`src/rtl/fp_add_seq_pkg.sv`:
```
// Shared definitions for the sequential FP32 adder/subtractor: field
// widths, special-value constants and the controller state encoding.
package fp_add_seq_pkg;

    localparam int EXP_W = 8;
    localparam int MAN_W = 23;

    localparam logic [31:0] QNAN = 32'h7FC0_0000;
    localparam logic [31:0] PINF = 32'h7F80_0000;

    typedef enum logic [2:0] {
        S_IDLE,
        S_UNPACK,
        S_ALIGN,
        S_ADD,
        S_INC,
        S_NORM,
        S_OUT
    } state_t;

endpackage

```
`src/rtl/adder_24bit.sv`:
```
// 24-bit ripple-carry adder with carry in and carry out. This is the
// single arithmetic resource that fp_add_seq time-shares.
module adder_24bit (
    input  logic [23:0] a,
    input  logic [23:0] b,
    input  logic        cin,
    output logic [23:0] sum,
    output logic        cout
);

    logic [24:0] carry;

    // Ripple chain: one full adder per bit, LSB first.
    always_comb begin
        carry[0] = cin;
        for (int i = 0; i < 24; i++) begin
            sum[i]       = a[i] ^ b[i] ^ carry[i];
            carry[i + 1] = (a[i] & b[i]) | (carry[i] & (a[i] ^ b[i]));
        end
        cout = carry[24];
    end

endmodule

```
`src/rtl/fp_add_seq.sv`:
```
// Multi-cycle FP32 adder/subtractor. One shared adder_24bit, single-bit
// shifters, truncating rounding, denormals flushed to zero.
// Optional exception flags output is enabled by defining FP_ADD_SEQ_FLAGS_EN.
module fp_add_seq
    import fp_add_seq_pkg::*;
#(
    parameter int MAX_ALIGN = 25
) (
    input  logic        clk,
    input  logic        rst_n,
    input  logic        in_valid,
    output logic        in_ready,
    input  logic [31:0] op_a,
    input  logic [31:0] op_b,
    input  logic        sub,
    output logic        out_valid,
    input  logic        out_ready,
    output logic [31:0] result
`ifdef FP_ADD_SEQ_FLAGS_EN
    ,
    output logic [3:0]  flags
`endif
);

    localparam logic [EXP_W-1:0] MAX_D = EXP_W'(MAX_ALIGN);

    state_t            state;
    logic [31:0]       a_r, b_r;
    logic              sub_r;
    logic              sign_l, eff_sub, carry_r;
    logic [EXP_W-1:0]  exp_r, align_cnt;
    logic [MAN_W:0]    man_l, man_s, sum_r;

    // Unpack view of the registered operands.
    logic              a_sign, b_sign, l_sign, s_sign, swap, special;
    logic              a_nan, b_nan, a_inf, b_inf, a_zero, b_zero;
    logic [30:0]       a_mag, b_mag, l_mag, s_mag;
    logic [EXP_W-1:0]  exp_diff, d_val;
    logic [MAN_W:0]    l_man, s_man;
    logic [31:0]       special_res;

    // Shared adder ports and post-add decision.
    logic [MAN_W:0]    add_a, add_b, add_sum;
    logic              add_cin, add_cout, post_carry, post_done;
    logic [31:0]       post_res;

    // Normalisation step candidates.
    logic [EXP_W-1:0]  exp_up, exp_dn;
    logic [MAN_W:0]    sum_shl;

    // Field split, denormal flush, magnitude ordering and special-case result.
    // NOTE: every combinational output gets a default first so no path can infer a latch.
    always_comb begin
        a_sign   = a_r[31];
        b_sign   = b_r[31] ^ sub_r;
        a_zero   = (a_r[30:23] == '0);
        b_zero   = (b_r[30:23] == '0);
        a_nan    = (&a_r[30:23]) && (|a_r[22:0]);
        b_nan    = (&b_r[30:23]) && (|b_r[22:0]);
        a_inf    = (&a_r[30:23]) && !(|a_r[22:0]);
        b_inf    = (&b_r[30:23]) && !(|b_r[22:0]);
        a_mag    = a_zero ? '0 : a_r[30:0];
        b_mag    = b_zero ? '0 : b_r[30:0];
        swap     = (b_mag > a_mag);
        l_mag    = swap ? b_mag : a_mag;
        s_mag    = swap ? a_mag : b_mag;
        l_sign   = swap ? b_sign : a_sign;
        s_sign   = swap ? a_sign : b_sign;
        l_man    = {|l_mag[30:23], l_mag[22:0]};
        s_man    = {|s_mag[30:23], s_mag[22:0]};
        exp_diff = l_mag[30:23] - s_mag[30:23];
        d_val    = (exp_diff >= MAX_D) ? MAX_D : exp_diff;

        special     = 1'b1;
        special_res = QNAN;
        if (a_nan || b_nan || (a_inf && b_inf && (a_sign != b_sign)))
            special_res = QNAN;
        else if (a_inf)
            special_res = {a_sign, PINF[30:0]};
        else if (b_inf)
            special_res = {b_sign, PINF[30:0]};
        else if (a_zero && b_zero)
            special_res = {a_sign & b_sign, 31'd0};
        else
            special = 1'b0;
    end

    // Adder operand mux: live only in ADD and INC, parked at zero otherwise.
    always_comb begin
        add_a   = '0;
        add_b   = '0;
        add_cin = 1'b0;
        if (state == S_ADD) begin
            add_a = man_l;
            add_b = eff_sub ? ~man_s : man_s;
        end else if (state == S_INC) begin
            add_a   = sum_r;
            add_cin = 1'b1;
        end
    end

    adder_24bit u_adder (
        .a    (add_a),
        .b    (add_b),
        .cin  (add_cin),
        .sum  (add_sum),
        .cout (add_cout)
    );

    // Decide whether the fresh sum is already final, and the normalise candidates.
    always_comb begin
        post_carry = (state == S_ADD) && !eff_sub && add_cout;
        post_done  = !post_carry && ((add_sum == '0) || add_sum[MAN_W]);
        post_res   = (add_sum == '0) ? 32'd0 : {sign_l, exp_r, add_sum[MAN_W-1:0]};
        exp_up     = exp_r + 1'b1;
        exp_dn     = exp_r - 1'b1;
        sum_shl    = {sum_r[MAN_W-1:0], 1'b0};
    end

    // Controller FSM with registered handshake outputs and datapath registers.
    // NOTE: sequential state uses non-blocking assignments so every register samples pre-edge values.
    always_ff @(posedge clk or negedge rst_n) begin
        if (!rst_n) begin
            state     <= S_IDLE;
            in_ready  <= 1'b1;
            out_valid <= 1'b0;
            result    <= '0;
            a_r       <= '0;
            b_r       <= '0;
            sub_r     <= 1'b0;
            sign_l    <= 1'b0;
            eff_sub   <= 1'b0;
            carry_r   <= 1'b0;
            exp_r     <= '0;
            align_cnt <= '0;
            man_l     <= '0;
            man_s     <= '0;
            sum_r     <= '0;
        end else begin
            case (state)
                S_IDLE: begin
                    if (in_valid && in_ready) begin
                        a_r      <= op_a;
                        b_r      <= op_b;
                        sub_r    <= sub;
                        in_ready <= 1'b0;
                        state    <= S_UNPACK;
                    end
                end
                S_UNPACK: begin
                    if (special) begin
                        result    <= special_res;
                        out_valid <= 1'b1;
                        state     <= S_OUT;
                    end else begin
                        sign_l    <= l_sign;
                        eff_sub   <= (l_sign != s_sign);
                        exp_r     <= l_mag[30:23];
                        man_l     <= l_man;
                        man_s     <= s_man;
                        align_cnt <= d_val;
                        state     <= (d_val == '0) ? S_ADD : S_ALIGN;
                    end
                end
                S_ALIGN: begin
                    if (align_cnt == MAX_D) begin
                        man_s <= '0;
                        state <= S_ADD;
                    end else begin
                        man_s     <= man_s >> 1;
                        align_cnt <= align_cnt - 1'b1;
                        if (align_cnt == 8'd1)
                            state <= S_ADD;
                    end
                end
                S_ADD, S_INC: begin
                    sum_r   <= add_sum;
                    carry_r <= post_carry;
                    if (state == S_ADD && eff_sub) begin
                        state <= S_INC;
                    end else if (post_done) begin
                        result    <= post_res;
                        out_valid <= 1'b1;
                        state     <= S_OUT;
                    end else begin
                        state <= S_NORM;
                    end
                end
                S_NORM: begin
                    if (carry_r) begin
                        carry_r   <= 1'b0;
                        result    <= (exp_up == 8'hFF) ? {sign_l, PINF[30:0]}
                                                       : {sign_l, exp_up, sum_r[MAN_W:1]};
                        out_valid <= 1'b1;
                        state     <= S_OUT;
                    end else if (exp_dn == '0) begin
                        result    <= {sign_l, 31'd0};
                        out_valid <= 1'b1;
                        state     <= S_OUT;
                    end else begin
                        sum_r <= sum_shl;
                        exp_r <= exp_dn;
                        if (sum_shl[MAN_W]) begin
                            result    <= {sign_l, exp_dn, sum_shl[MAN_W-1:0]};
                            out_valid <= 1'b1;
                            state     <= S_OUT;
                        end
                    end
                end
                S_OUT: begin
                    if (out_ready) begin
                        out_valid <= 1'b0;
                        in_ready  <= 1'b1;
                        state     <= S_IDLE;
                    end
                end
                default: state <= S_IDLE;
            endcase
        end
    end

`ifdef FP_ADD_SEQ_FLAGS_EN
    // Exception flags {invalid, overflow, underflow, inexact}: cleared on acceptance, sticky until the next one.
    always_ff @(posedge clk or negedge rst_n) begin
        if (!rst_n) begin
            flags <= '0;
        end else begin
            case (state)
                S_IDLE:   if (in_valid && in_ready) flags <= '0;
                S_UNPACK: if (special && special_res == QNAN) flags[3] <= 1'b1;
                S_ALIGN: begin
                    if ((align_cnt == MAX_D) ? (man_s != '0) : man_s[0])
                        flags[0] <= 1'b1;
                end
                S_NORM: begin
                    if (carry_r) begin
                        if (sum_r[0])        flags[0] <= 1'b1;
                        if (exp_up == 8'hFF) flags[2] <= 1'b1;
                    end else if (exp_dn == '0) begin
                        flags[1] <= 1'b1;
                    end
                end
                default: ;
            endcase
        end
    end
`endif

endmodule

```
`config.mk`:
```
export PLATFORM = sky130hd
export DESIGN_NAME = fp_add_seq
export DESIGN_NICKNAME = d
export VERILOG_FILES = /design/src/rtl/fp_add_seq_pkg.sv /design/src/rtl/adder_24bit.sv /design/src/rtl/fp_add_seq.sv
export SDC_FILE = /design/constraint.sdc
export NUM_CORES = 1
export LEC_CHECK = 0
export ABC_CLOCK_PERIOD_IN_PS = 29700
export BUFFER_PORTS_ARGS = -buffer_cell sky130_fd_sc_hd__buf_2
export CORE_MARGIN = 8
export CORE_UTILIZATION = 42
export DETAILED_ROUTE_END_ITERATION = 6
export GPL_TIMING_DRIVEN = 0
export PLACE_DENSITY = 0.68
export SLEW_MARGIN = 20
export SYNTH_ARGS = -nofsm -noshare
export SYNTH_HDL_FRONTEND = slang
export SYNTH_HIERARCHICAL = 1
export SYNTH_SLANG_ARGS = --single-unit
```
`constraint.sdc`:
```
create_clock -name clk -period 29.7 [get_ports clk]
set_input_delay 0 -clock clk [delete_from_list [all_inputs] [get_ports clk]]
set_output_delay 0 -clock clk [all_outputs]
set_load 0.1 [all_outputs]
```
* Word level (Yosys, flattened, before mapping) *
Index checks and enable logic that the tools add are counted.

word-level totals
  bits in registers = 193
  latch bits = 0
  RAM bits = 0
  memory bits (read-only) = 0
  input port bits = 69
  output and inout bits = 34
  memories kept = 0

cells by class
  $add $sub $neg = 4
  multiply operators = 0
  divide/modulo/power cells = 0
  order comparisons = 2
  equal/unequal tests = 22
  shifts and indexed selects = 0
  mux-type cells = 67
  bitwise gates (word level) = 124
  reduce and logical (&&, ||, !) cells = 48

operator list
  operator                                                            number
  32-bit two-way mux                                                  11
  24-bit two-way mux                                                  7
  31-bit two-way mux                                                  5
  24-bit one-hot mux with 2 select lines                              2
  32-bit one-hot mux with 3 select lines                              1
  1-bit AND                                                           49
  1-bit XOR                                                           49
  8-bit two-way mux                                                   6
  23-bit OR reduction                                                 2
  8-bit zero test                                                     4
  8-bit one-hot mux with 2 select lines                               2
  31-bit greater-than comparator                                      1
  24-bit zero test                                                    1
  3-bit two-way mux                                                   8
  24-bit inverter                                                     1
  1-bit bitwise OR                                                    24
  23-bit two-way mux                                                  1
  1-bit two-way mux                                                   18
  2-bit != test, second input constant                                9
  3-bit one-hot mux with 6 select lines                               1
  8-bit AND reduction                                                 2
  8-bit OR reduction                                                  2
  8-bit by 1-bit subtractor with 8-bit output, second input constant  2
  1-bit logical AND                                                   12
  other kinds (28)                                                    47

* Logic depth before layout (Yosys ltp) *
Gate-level depths: netlist (run 1).

  depth in word-level cells = 58
  gate-level depth with buffers = 43
  mapped depth without buffers = 41

* Cells and area by module *
Netlist (run 1), hierarchy kept.

modules (own cells, without submodules)
  module       instances  cells an instance  area an instance (um^2)
  fp_add_seq   1          1327               11518.5
  adder_24bit  1          34                 518.0

* Worst setup path before layout (run 1) *
OpenSTA, ideal clock, no wires.

  path type = reg2reg
  start = register state[0]
  end = register result[30]
  library setup time = 120 ps
  arrival time = 11482 ps
  setup slack = 18098 ps
  cell stages (with the launch flop) = 44
  cells stage by stage = dfrtp_1 -> clkbuf_1 -> inv_1 -> and2_1 -> clkbuf_1 -> a22o_1 -> fa_1 -> fa_1 -> fa_1 -> fa_1 -> fa_1 -> fa_1 -> fa_1 -> fa_1 -> fa_1 -> fa_1 -> fa_1 -> fa_1 -> [... 8 more ...] -> fa_1 -> fa_1 -> fa_1 -> fa_1 -> fa_1 -> inv_1 -> fa_1 -> inv_1 -> nor4_1 -> nand4_1 -> nor2_1 -> o21a_1 -> a21oi_1 -> o2bb2ai_1 -> nand3_2 -> buf_2 -> a31oi_1 -> a21o_1

on the way
  elaborated cells on any way between the ends = 147
  those cells by class = eq/ne: 8; mux: 9; bitwise: 120; reduce/logical: 10

RTL lines
  item                                                                           RTL line                              RTL
  from (decl)                                                                    fp_add_seq.sv:27                      state_t state;
  from (signal assigned)                                                         fp_add_seq.sv:162                     state <= (d_val == '0) ? S_ADD : S_ALIGN;
  3-bit == test                                                                  fp_add_seq.sv:96                      end else if (state == S_INC) begin
  24-bit two-way mux                                                             fp_add_seq.sv:96
  24-bit two-way mux (*)                                                         fp_add_seq.sv:93                      if (state == S_ADD) begin
  named net add_a[0]                                                             fp_add_seq.sv:43                      logic [MAN_W:0] add_a, add_b, add_sum;
  1-bit XOR                                                                      adder_24bit.sv:18                     carry[i + 1] = (a[i] & b[i]) | (carry[i] & (a[i] ^ b[i]));
  1-bit AND                                                                      adder_24bit.sv:18
  1-bit bitwise OR (*)                                                           adder_24bit.sv:18
  1-bit AND (*)                                                                  adder_24bit.sv:18
  [... 42 more ...]                                                              n/a
  1-bit bitwise OR (*)                                                           adder_24bit.sv:18
  1-bit XOR (*)                                                                  adder_24bit.sv:17                     sum[i] = a[i] ^ b[i] ^ carry[i];
  named net add_sum[23]                                                          fp_add_seq.sv:43
  24-bit zero test                                                               fp_add_seq.sv:113, fp_add_seq.sv:114
  32-bit two-way mux or 1-bit logical OR (tied branches)                         fp_add_seq.sv:114, fp_add_seq.sv:113
  32-bit two-way mux or 1-bit logical AND (tied branches)                        fp_add_seq.sv:181, fp_add_seq.sv:113
  32-bit two-way mux or 2-bit != test (tied branches)                            n/a
  32-bit one-hot mux with 3 select lines or 5-bit AND reduction (tied branches)  n/a
  to (signal assigned)                                                           fp_add_seq.sv:152                     result <= special_res;
  to (signal assigned)                                                           fp_add_seq.sv:182                     result <= post_res;
  to (signal assigned)                                                           fp_add_seq.sv:192                     result <= (exp_up == 8'hFF) ? {sign_l, PINF[30:0]}
  to (decl)                                                                      fp_add_seq.sv:18                      output logic [31:0] result

The timed path passes the listed nets; every way through them passes the cells marked *. The select of a mux whose other input is x is not followed.
A chain may end at the register's enable or synchronous reset.

* Final worst setup path (run 1) *
  start = register state[0]
  end = register result[30]

on the way
  elaborated cells on any way between the ends = 147
  those cells by class = eq/ne: 8; mux: 9; bitwise: 120; reduce/logical: 10

RTL lines
  item                                                                           RTL line                              RTL
  3-bit == test                                                                  fp_add_seq.sv:96
  1-bit two-way mux                                                              fp_add_seq.sv:96
  1-bit two-way mux (*)                                                          fp_add_seq.sv:93
  named net add_cin                                                              fp_add_seq.sv:44                      logic add_cin, add_cout, post_carry, post_done;
  1-bit AND (*)                                                                  adder_24bit.sv:18
  1-bit bitwise OR (*)                                                           adder_24bit.sv:18
  1-bit AND (*)                                                                  adder_24bit.sv:18
  1-bit bitwise OR (*)                                                           adder_24bit.sv:18
  [... 41 more ...]                                                              n/a
  1-bit bitwise OR (*)                                                           adder_24bit.sv:18
  1-bit XOR (*)                                                                  adder_24bit.sv:17
  named net add_sum[23]                                                          fp_add_seq.sv:43
  24-bit zero test                                                               fp_add_seq.sv:113, fp_add_seq.sv:114
  32-bit two-way mux or 1-bit logical OR (tied branches)                         fp_add_seq.sv:114, fp_add_seq.sv:113
  32-bit two-way mux or 1-bit logical AND (tied branches)                        fp_add_seq.sv:181, fp_add_seq.sv:113
  32-bit two-way mux or 2-bit != test (tied branches)                            n/a
  32-bit one-hot mux with 3 select lines or 5-bit AND reduction (tied branches)  n/a

Marked as above.

==> qor.yml, run 1 <==
cts:
  cts_tree: "built"
  postCtsHoldBufs: 69
  clockBufferDepth: 2
  clk_pin_slew_ns: 0.08
  cts_resized: 0
  cts_setup_buffers: 0
  cts_root_buf: "clkbuf_16"
  cts_made_buffers: 17
  h-tree-depth: 4
  insertion_delay_ns: 0.45
  cts.sinks: 193
critical_path:
  timing.rr.end: "result[30]$_DFFE_PN0P_"
  cp.arrival_ns: 13.31
  critPathMaxStageDelay_ns: 0.44
  end_kind: "register"
  r2r.worst_path.cells: 43
  setup.worst_path.class: "reg -> reg"
  crit_fanout: 10
  crit_top_cell: "fa_1"
  critPathLaunchType: "register"
  slowest_stage: "fa_1"
  r2r_slack_ns: 16.78
  cp.buffers_inverters: 9
  critPathTopFamily: "adder cells"
  required_ns: 30.09
  r2r_start: "state[0]$_DFFE_PN0P_"
  critPathLaunch: "state[0]$_DFFE_PN0P_"
min_path:
  hold_path_class: "in -> async"
finish:
  utilization_pct: 50.4
  finish.instance_area_sq_um: 14400
  diodes: 0
  layout-drive-gt1-share_pct: 14.4
  fillers: 2715
  regArea_sq_um: 4830
  multi_input_area_sq_um: 6690
  nets: 1685
  syn_to_final_growth_pct: 19.3
  final_cell_count_no_fill: 1950
placed_design:
  gp_congestion: 0.924
  dpl.cell_count: 1849
  io_buffers: 102
  hpwl_microns: 26800
  placed_area_sq_um: 13100
sta:
  layout_min_cycle_time_ns: 12.92
  fin_skew_ns: 0.0150
  period_share_pct: 43.5
  hold_viol: 0
  max_freq_mhz: 77.4
  maxSlewHeadroom_pct: 41.6
  tns_ns: 0
  rsz0062_at_grt: "false"
  setup_viol: 0
  worstMarginPinSlew_ns: 0.867
  finalMaxSlewViolations: 0
grt:
  grt_pass1_vias: 10600
  antenna_found_initial: 0
  grt_max_degree: 80
  grt_pass1_wl_microns: 56500
  grt.total_usage_pct: 20.6
  grt-ovfl-total: 0
floorplanning:
  die_area_sq_um: 34300
  die_h_microns: 185
  die_x_microns: 185
  rows: 62
  start_util_pct: 42.3
  ios: 103
  coreArea_sq_um: 28500
routing:
  postRouteAntennaNets: 0
  first_pass_iters: 5
  drc_errors: 0
  via_per_inst: 5.45
  drt_iter0_markers: 834
  vias: 10600
  routedWlPerCell_microns: 17.6
  wirelength_microns: 34400
power:
  power.density_nw_per_um2: 35.5
  peakVddDrop_uv: 29.1
  p_leak_uw: 0.00671
status:
  outcome: "completed"
synth:
  synth_ff_type: "dfrtp_1"
  synth.avg_cell_area_sq_um: 8.84
  yosys.cell_count.top_type: "dfrtp_1"
  netlist_top_cells_count: "192 x dfrtp_1, 161 x nor2_1, 155 x nand2_1"
  synth_cells: 1361
  async_flop_share_pct: 100
  synth_top_area_share_pct: 39.9
  synth_area_leaders: "dfrtp_1 40%, mux2_2 5.7%, o21ai_0 5.5%"
  syn_area_sq_um: 12000
  ys_warn_count: 6
  yosysTopAreaCell: "dfrtp_1"
  synth_edf_count: 0
  seq_area_frac_synth_pct: 40.1
  ys_types: 61
  ys_seq_elements: 193
  synth_nets: 1493
job:
  maxCapViolCount: 0
through the flow:
stage	power [uW]	setup slack, ns	hold slack [ns]
detailed placement	279	16.87	-0.0532
finish	509	16.78	0.0372
global route	526	16.10	0.101
global placement	278	16.94	0.213
CTS	513	16.84	0.0629
floorplan	268	18.10	-0.296
state kept, by name, indices dropped and copies added, names as in the netlist:
signal     flops
in_ready       1
out_valid      1
state          3
sign_l         1
sum_r         24
a_r           32
sub_r          1
eff_sub        1
exp_r          8
align_cnt      8
man_s         24
result        32
carry_r        1
b_r           32
man_l         24
placed cells by master, fill, tap and decap left out, types with 26 or more instances in the layout:
cell type      count
dfrtp_1          192
nor2_1           161
nand2_1          155
o21ai_0          132
buf_2            114
a21oi_1          101
clkbuf_1          78
dlygate4sd3_1     69
mux2_2            61
ha_1              39
a31oi_1           38
nand3_1           35
inv_1             33
a22oi_1           31
mux2i_1           29
xnor2_1           28
and2_1            28
a22o_1            26
report_power, final:
part	total, uW	internal, uW	switching [uW]
clock	229	114	115
combinational	17.7	9.90	7.76
sequential	263	263	0
total	509	386	123
worst max path at each step:
stage	endpoint	cells past startpoint
2_1_floorplan	result[30]$_DFFE_PN0P_	43
3_3_place_gp	result[30]$_DFFE_PN0P_	43
3_5_place_dp	result[30]$_DFFE_PN0P_	43
4_1_cts	result[30]$_DFFE_PN0P_	43
5_1_grt	result[7]$_DFFE_PN0P_	43
6_report	result[30]$_DFFE_PN0P_	43
logic make-up after synthesis:
| group | Yosys count | synth area share [%] |
|---|---|---|
| AND/OR/NAND/NOR | 469 | 17.7 |
| adder cells (fa/ha/maj) | 63 | 8.05 |
| AO/OA/AOI/OAI | 374 | 18.7 |
| multiplexers | 90 | 8.12 |
| buffers and inverters | 132 | 4.31 |
| flip-flops | 193 | 40.1 |
| XOR/XNOR | 40 | 2.97 |
per-layer routing:
layer	track usage, %	share of wire (%)	routed length [microns]
met3	3.04	5.7	1970
met5	0	0	0
met4	6.24	1.9	650
met1	29.1	47	16300
met2	32.2	45	15500
worst register-to-register path, delay by kind of cell (launching register included):
family / cells / cell delay, ns
adders and majority gates: 24 / 9.01
DFF: 1 / 0.34
and+or+nand+nor: 6 / 1.23
buffers and inverters: 9 / 1.66
AOI/OAI and AO/OA: 4 / 0.60
layout make-up:
| cell class | count | share of cell area (%) |
|---|---|---|
| inverters | 33 | 0.863 |
| flip-flops and latches | 193 | 33.6 |
| clock buffers | 18 | 3.06 |
| well taps | 384 | 3.35 |
| multi-input cells | 1036 | 46.6 |
| clock inverters | 14 | 0.967 |
| plain buffers | 99 | 2.75 |
| repair buffers | 173 | 8.82 |
(Power assumes the default switching activity.)
==> run 2, diff against run 1 <==
ABC_CLOCK_PERIOD_IN_PS = 11200   (was 29700)
PLACE_DENSITY = 0.7   (was 0.68)
clock period = 11.2 ns   (was 29.7 ns; I/O delays follow)
==> run 2 against run 1 <==
  * Combinational power grew to 2.7 times the previous value
  * Sequential share of layout area down 0.88 points
  * Wire length up 2.2%
  * First-iteration DRC count increased by 11%
  * Cell count increased by 0.62%
  * Clock-buffer cell count unchanged
  * Sequential power rose to 2.6 times the previous value
  * Maximum frequency grew 18%
  * Hold slack better by 0.045 ns
  * Clock skew shrank 0.0012 ns
  * Global-route usage is 0.19 points higher
  * Register-to-register slack got worse by 17 ns
  * Critical endpoint unchanged
==> qor.yml, run 2 (synthesis gave the netlist of run 1 again) <==
placed_design:
  gp_congestion: 0.945  # +2.3%
  placed_area_sq_um: 13200  # +0.46%
  io_buffers: 102  # unchanged
  hpwl_microns: 27100  # +0.81%
cts:
  insertion_delay_ns: 0.44  # about the same
  cts_made_buffers: 17  # unchanged
  clk_pin_slew_ns: 0.07  # about the same
  cts_root_buf: "clkbuf_16"
  cts.sinks: 193  # unchanged
  cts_tree: "built"
  clockBufferDepth: 2  # unchanged
  h-tree-depth: 4  # unchanged
routing:
  wirelength_microns: 35200  # +2.2%
  via_per_inst: 5.51  # +1.0%
  drt_iter0_markers: 928  # +11%
  first_pass_iters: 5  # unchanged
  routedWlPerCell_microns: 17.9  # +1.6%
  drc_errors: 0  # unchanged
  postRouteAntennaNets: 0  # unchanged
  vias: 10800  # +1.6%
finish:
  finish.instance_area_sq_um: 14800  # +2.7%
  utilization_pct: 51.8  # +1.4 points
  fillers: 2660  # -2.0%
  nets: 1697  # +0.71%
  regArea_sq_um: 4830  # about the same
  reg.largest.list: "a_r x32, b_r x32, result x32"
  multi_input_area_sq_um: 6850  # +2.4%
  final_common_cell: "dfrtp_1"
  syn_to_final_growth_pct: 22.6
  diodes: 0  # unchanged
  mostFrequentLayoutCells: "190 x dfrtp_1, 158 x nor2_1, 154 x nand2_1"
  layout-drive-gt1-share_pct: 18.3  # +3.9 points
sta:
  holdWs_ns: 0.0825  # +0.0453 ns
  maxSlewHeadroom_pct: 45.1  # +3.4 points
  fin_skew_ns: 0.0138  # -0.00118 ns
  layout_min_cycle_time_ns: 10.97  # -1.95 ns
  period_share_pct: 98.0  # +54 points
  rsz0062_at_grt: "true"
  max_freq_mhz: 91.1  # +18%
  setup_viol: 0  # unchanged
  worstMarginPinSlew_ns: 0.815  # -0.0520 ns
  hold_viol: 0  # unchanged
  tns_ns: 0  # unchanged
  finalMaxSlewViolations: 0  # unchanged
critical_path:
  cp.arrival_ns: 11.31  # -2.00 ns
  required_ns: 11.54  # -18.55 ns
  critPathMaxStageDelay_ns: 0.48  # +0.04 ns
  slowest_stage: "dfrtp_2"
  setup.worst_path.class: "reg -> reg"
  crit_top_cell: "fa_2"
  end_kind: "register"
  crit_fanout: 10  # unchanged
  critPathLaunchType: "register"
floorplanning:
  die_x_microns: 185  # unchanged
  die_h_microns: 185  # unchanged
  rows: 62  # unchanged
  coreArea_sq_um: 28500  # unchanged
  start_util_pct: 42.3  # unchanged
  ios: 103  # unchanged
  die_area_sq_um: 34300  # unchanged
grt:
  grt_pass1_vias: 10800  # +1.7%
  antenna_found_initial: 0  # unchanged
  grt-ovfl-total: 0  # unchanged
  grt_pass1_wl_microns: 56900  # +0.78%
  grt_max_degree: 70  # -13%
  grt.total_usage_pct: 20.8  # +0.19 points
status:
  outcome: "completed"
power:
  power.total_uw: 1420  # +180%
  peakVddDrop_uv: 88.7  # +200%
  p_leak_uw: 0.00683  # +1.7%
  power.density_nw_per_um2: 96.2  # +170%
job:
  maxCapViolCount: 0  # unchanged
min_path:
  hold_path_class: "in -> async"
## run 2: metal layers
layer	global-route usage, %	vias up	routed length [microns]
li1	-	5227	-
met3	3.49	60	2090
met1	28.5	5158	16200
met2	32.7	362	15800
met5	0	-	0
met4	7.17	0	987
## run 2: timing repair
item,in CTS,in global routing
gates cloned,3,1
hold buffers,69,0
setup buffers,4,8
resized for setup,36,22
endpoints found under the hold margin,260,0
setup endpoints to repair,36,36
pin swaps,7,9
## run 2: worst paths after layout
kind                                          endpoint  slack [ns]  cells after the start                   start
worst max-delay path            result[30]$_DFFE_PN0P_        0.23                     41    state[1]$_DFFE_PN0P_
worst min-delay path             result[9]$_DFFE_PN0P_        0.08                      2                   rst_n
worst max register to register  result[30]$_DFFE_PN0P_        0.23                     41    state[1]$_DFFE_PN0P_
worst min register to register  result[25]$_DFFE_PN0P_        0.47                      2  result[25]$_DFFE_PN0P_
max in group asynchronous         in_ready$_DFFE_PN1P_       10.39                      3                   rst_n
min in group clk                   a_r[27]$_DFFE_PN0P_        0.29                      4                op_a[27]
## run 2: per-stage QoR
step                setup slack, ns  instances
floorplan                    0.0192       1361
finish                        0.229       1962
detailed placement           -0.895       1849
CTS                          0.0225       1954
global placement             -0.797       1847
global route                -0.0815       1962
## run 2: area by class of cell
| cell class | count | area share, % |
|---|---|---|
| flip-flops and latches | 193 | 32.8 |
| clock buffers | 18 | 2.91 |
| well taps | 384 | 3.26 |
| inverters | 33 | 0.873 |
| clock inverters | 14 | 1.47 |
| multi-input cells | 1037 | 46.4 |
| plain buffers | 95 | 2.99 |
| repair buffers | 188 | 9.34 |
## run 2: report_power, final
part / switching (uW) / internal (uW)
combinational: 20.8 / 26.3
sequential: 0 / 696
clock: 293 / 383
## run 2: worst max-delay path: cells and delay by family, from the launching register on
kind / cells / cell delay [ns]
AOI/OAI and AO/OA: 5 / 0.78
adders and majority gates: 24 / 8.30
buffers and inverters: 6 / 0.64
DFF: 1 / 0.48
and+or+nand+nor: 6 / 0.67
==> run 3, diff against run 2 <==
ABC_CLOCK_PERIOD_IN_PS = default   (was 11200)
CORE_UTILIZATION = 47   (was 42)
PLACE_DENSITY = 0.76   (was 0.7)
==> run 3 against run 2 <==
  * Maximum frequency fell by 0.17%
  * Via count is 1.6% higher
  * Total power is 3.0% lower
  * Wire length about the same
  * Sequential share of layout area is 0.25 points higher
  * Worst setup slack got worse by 0.019 ns
  * Hold slack lost 0.018 ns
  * Global-route usage grew 2.0 points
  * Flip-flop and latch count stayed put
  * Critical path type unchanged
  * Largest cell class unchanged
  * Largest power group unchanged
==> qor.yml, run 3 (synthesis gave the netlist of run 1 again) <==
cts:
  clk_pin_slew_ns: 0.08  # about the same
  cts_tree: "built"
  clockBufferDepth: 2  # unchanged
  cts_made_buffers: 17  # unchanged
  insertion_delay_ns: 0.45  # about the same
  cts_root_buf: "clkbuf_16"
  cts.sinks: 193  # unchanged
  h-tree-depth: 4  # unchanged
critical_path:
  crit_top_cell: "fa_2"
  required_ns: 11.53  # about the same
  setup.worst_path.class: "reg -> reg"
  critPathLaunchType: "register"
  end_kind: "register"
  slowest_stage: "fa_1"
  critPathMaxStageDelay_ns: 0.42  # -0.06 ns
  cp.arrival_ns: 11.32  # about the same
  crit_fanout: 5  # -5
status:
  outcome: "completed"
finish:
  multi_input_area_sq_um: 6860  # +0.16%
  finish.instance_area_sq_um: 14600  # -0.76%
  diodes: 0  # unchanged
  syn_to_final_growth_pct: 21.7
  nets: 1695  # -0.12%
  utilization_pct: 58.1  # +6.3 points
  fillers: 2183  # -18%
  final_common_cell: "dfrtp_1"
  layout-drive-gt1-share_pct: 18.1  # -0.10 points
  reg.largest.list: "a_r x32, b_r x32, result x32"
  final_cell_count_no_fill: 1906  # -2.9%
  mostFrequentLayoutCells: "190 x dfrtp_1, 158 x nor2_1, 154 x nand2_1"
  regArea_sq_um: 4830  # unchanged
routing:
  wirelength_microns: 35100  # about the same
  drc_errors: 0  # unchanged
  routedWlPerCell_microns: 18.4  # +2.9%
  first_pass_iters: 6  # +1
  via_per_inst: 5.76  # +4.6%
  postRouteAntennaNets: 0  # unchanged
  vias: 11000  # +1.6%
  drt_iter0_markers: 1004  # +8.2%
floorplanning:
  start_util_pct: 47.8  # +5.5 points
  die_area_sq_um: 31000  # -9.7%
  die_x_microns: 176  # -5.0%
  ios: 103  # unchanged
  rows: 58  # -6.5%
  die_h_microns: 176  # -5.0%
  coreArea_sq_um: 25200  # -12%
power:
  power.density_nw_per_um2: 94.0  # -2.3%
  power.total_uw: 1380  # -3.0%
  power.switching_uw: 328  # +4.5%
  pwr-share-comb_pct: 3.5  # +0.2 points
  p_int_uw: 1050  # -5.1%
  clkPwrFrac_pct: 46.0  # -1.6 points
  p_sw_share_pct: 23.8  # +1.7 points
  pwr-share-seq_pct: 50.6  # +1.6 points
  peakVddDrop_uv: 79.3  # -11%
  p_leak_uw: 0.00680  # -0.38%
sta:
  hold_viol: 0  # unchanged
  finalMaxSlewViolations: 0  # unchanged
  max_freq_mhz: 91.0  # -0.17%
  tns_ns: 0  # unchanged
  setup_viol: 0  # unchanged
  maxSlewHeadroom_pct: 41.2  # -3.8 points
  fin_skew_ns: 0.0142  # +0.000344 ns
  period_share_pct: 98.1  # +0.17 points
  layout_min_cycle_time_ns: 10.99  # +0.0188 ns
  worstMarginPinSlew_ns: 0.872  # +0.0570 ns
min_path:
  hold_path_class: "in -> async"
grt:
  antenna_found_initial: 0  # unchanged
  grt_pass1_wl_microns: 57100  # +0.32%
  grt-ovfl-total: 0  # unchanged
  grt_max_degree: 73  # +4.3%
  grt.total_usage_pct: 22.8  # +2.0 points
  grt_pass1_vias: 10800  # +0.13%
placed_design:
  io_buffers: 102  # unchanged
  gp_congestion: 0.935  # -1.0%
  dpl.cell_count: 1795  # -2.9%
  hpwl_microns: 26300  # -3.0%
  placed_area_sq_um: 13100  # -0.51%
job:
  maxCapViolCount: 0  # unchanged
[run 3: layer usage]
| metal | wire length (microns) | GRT usage, % | vias up |
|---|---|---|---|
| li1 | - | - | 5260 |
| met1 | 15700 | 30.6 | 5206 |
| met2 | 16100 | 36.6 | 456 |
| met3 | 2440 | 4.36 | 60 |
| met4 | 919 | 7.21 | 0 |
| met5 | 0 | 0 | - |
[run 3: worst paths after layout]
check,start,end,slack (ns),depth (start not counted)
hold reg to reg,result[2]$_DFFE_PN0P_,result[2]$_DFFE_PN0P_,0.47,2
hold / removal,rst_n,result[9]$_DFFE_PN0P_,0.06,2
setup reg to reg,state[2]$_DFFE_PN0P_,result[27]$_DFFE_PN0P_,0.21,39
max in group asynchronous,rst_n,a_r[28]$_DFFE_PN0P_,10.42,3
setup / recovery,state[2]$_DFFE_PN0P_,result[27]$_DFFE_PN0P_,0.21,39
min in group clk,op_a[29],a_r[29]$_DFFE_PN0P_,0.29,4
[run 3: power by group through the flow]
stage | Clock (uW) | Sequential, uW | Combinational [uW]
2_1_floorplan | 0 | 710 | 0.368
3_3_place_gp | 0 | 710 | 25.5
3_5_place_dp | 0 | 710 | 29.0
4_1_cts | 640 | 696 | 47.0
5_1_grt | 667 | 696 | 52.5
6_report | 633 | 696 | 47.5
[run 3: what timing repair did]
| action | CTS | global route |
|---|---|---|
| hold buffers | 69 | 0 |
| resized for setup | 42 | 18 |
| hold endpoints to repair | 260 | 0 |
| pin swaps | 10 | 8 |
| setup endpoints to repair | 36 | 36 |
| gates cloned | 4 | 0 |
| setup buffers | 9 | 2 |
[run 3: stage by stage]
step / hold slack (ns) / setup WS [ns]
floorplan: -0.296 / 0.0192
global placement: 0.211 / -0.757
detailed placement: -0.0508 / -0.910
CTS: 0.0730 / 0.0179
global route: 0.0960 / -0.000781
finish: 0.0642 / 0.210
[run 3: layout make-up]
type | count | share of cell area, %
Clock buffer | 18 | 3.00
Multi-Input combinational cell | 1037 | 46.8
Buffer | 95 | 2.96
Tap cell | 330 | 2.82
Sequential cell | 193 | 33.0
Inverter | 33 | 0.897
Timing Repair Buffer | 186 | 9.35
Clock inverter | 14 | 1.14
[run 3: critical path, delay by kind of cell (launching register included)]
family | cells | cell delay, ns
buffers and inverters | 4 | 0.27
and+or+nand+nor | 6 | 0.71
muxes | 1 | 0.35
adders and majority gates | 24 | 8.41
DFF | 1 | 0.41
AOI/OAI and AO/OA | 4 | 0.69
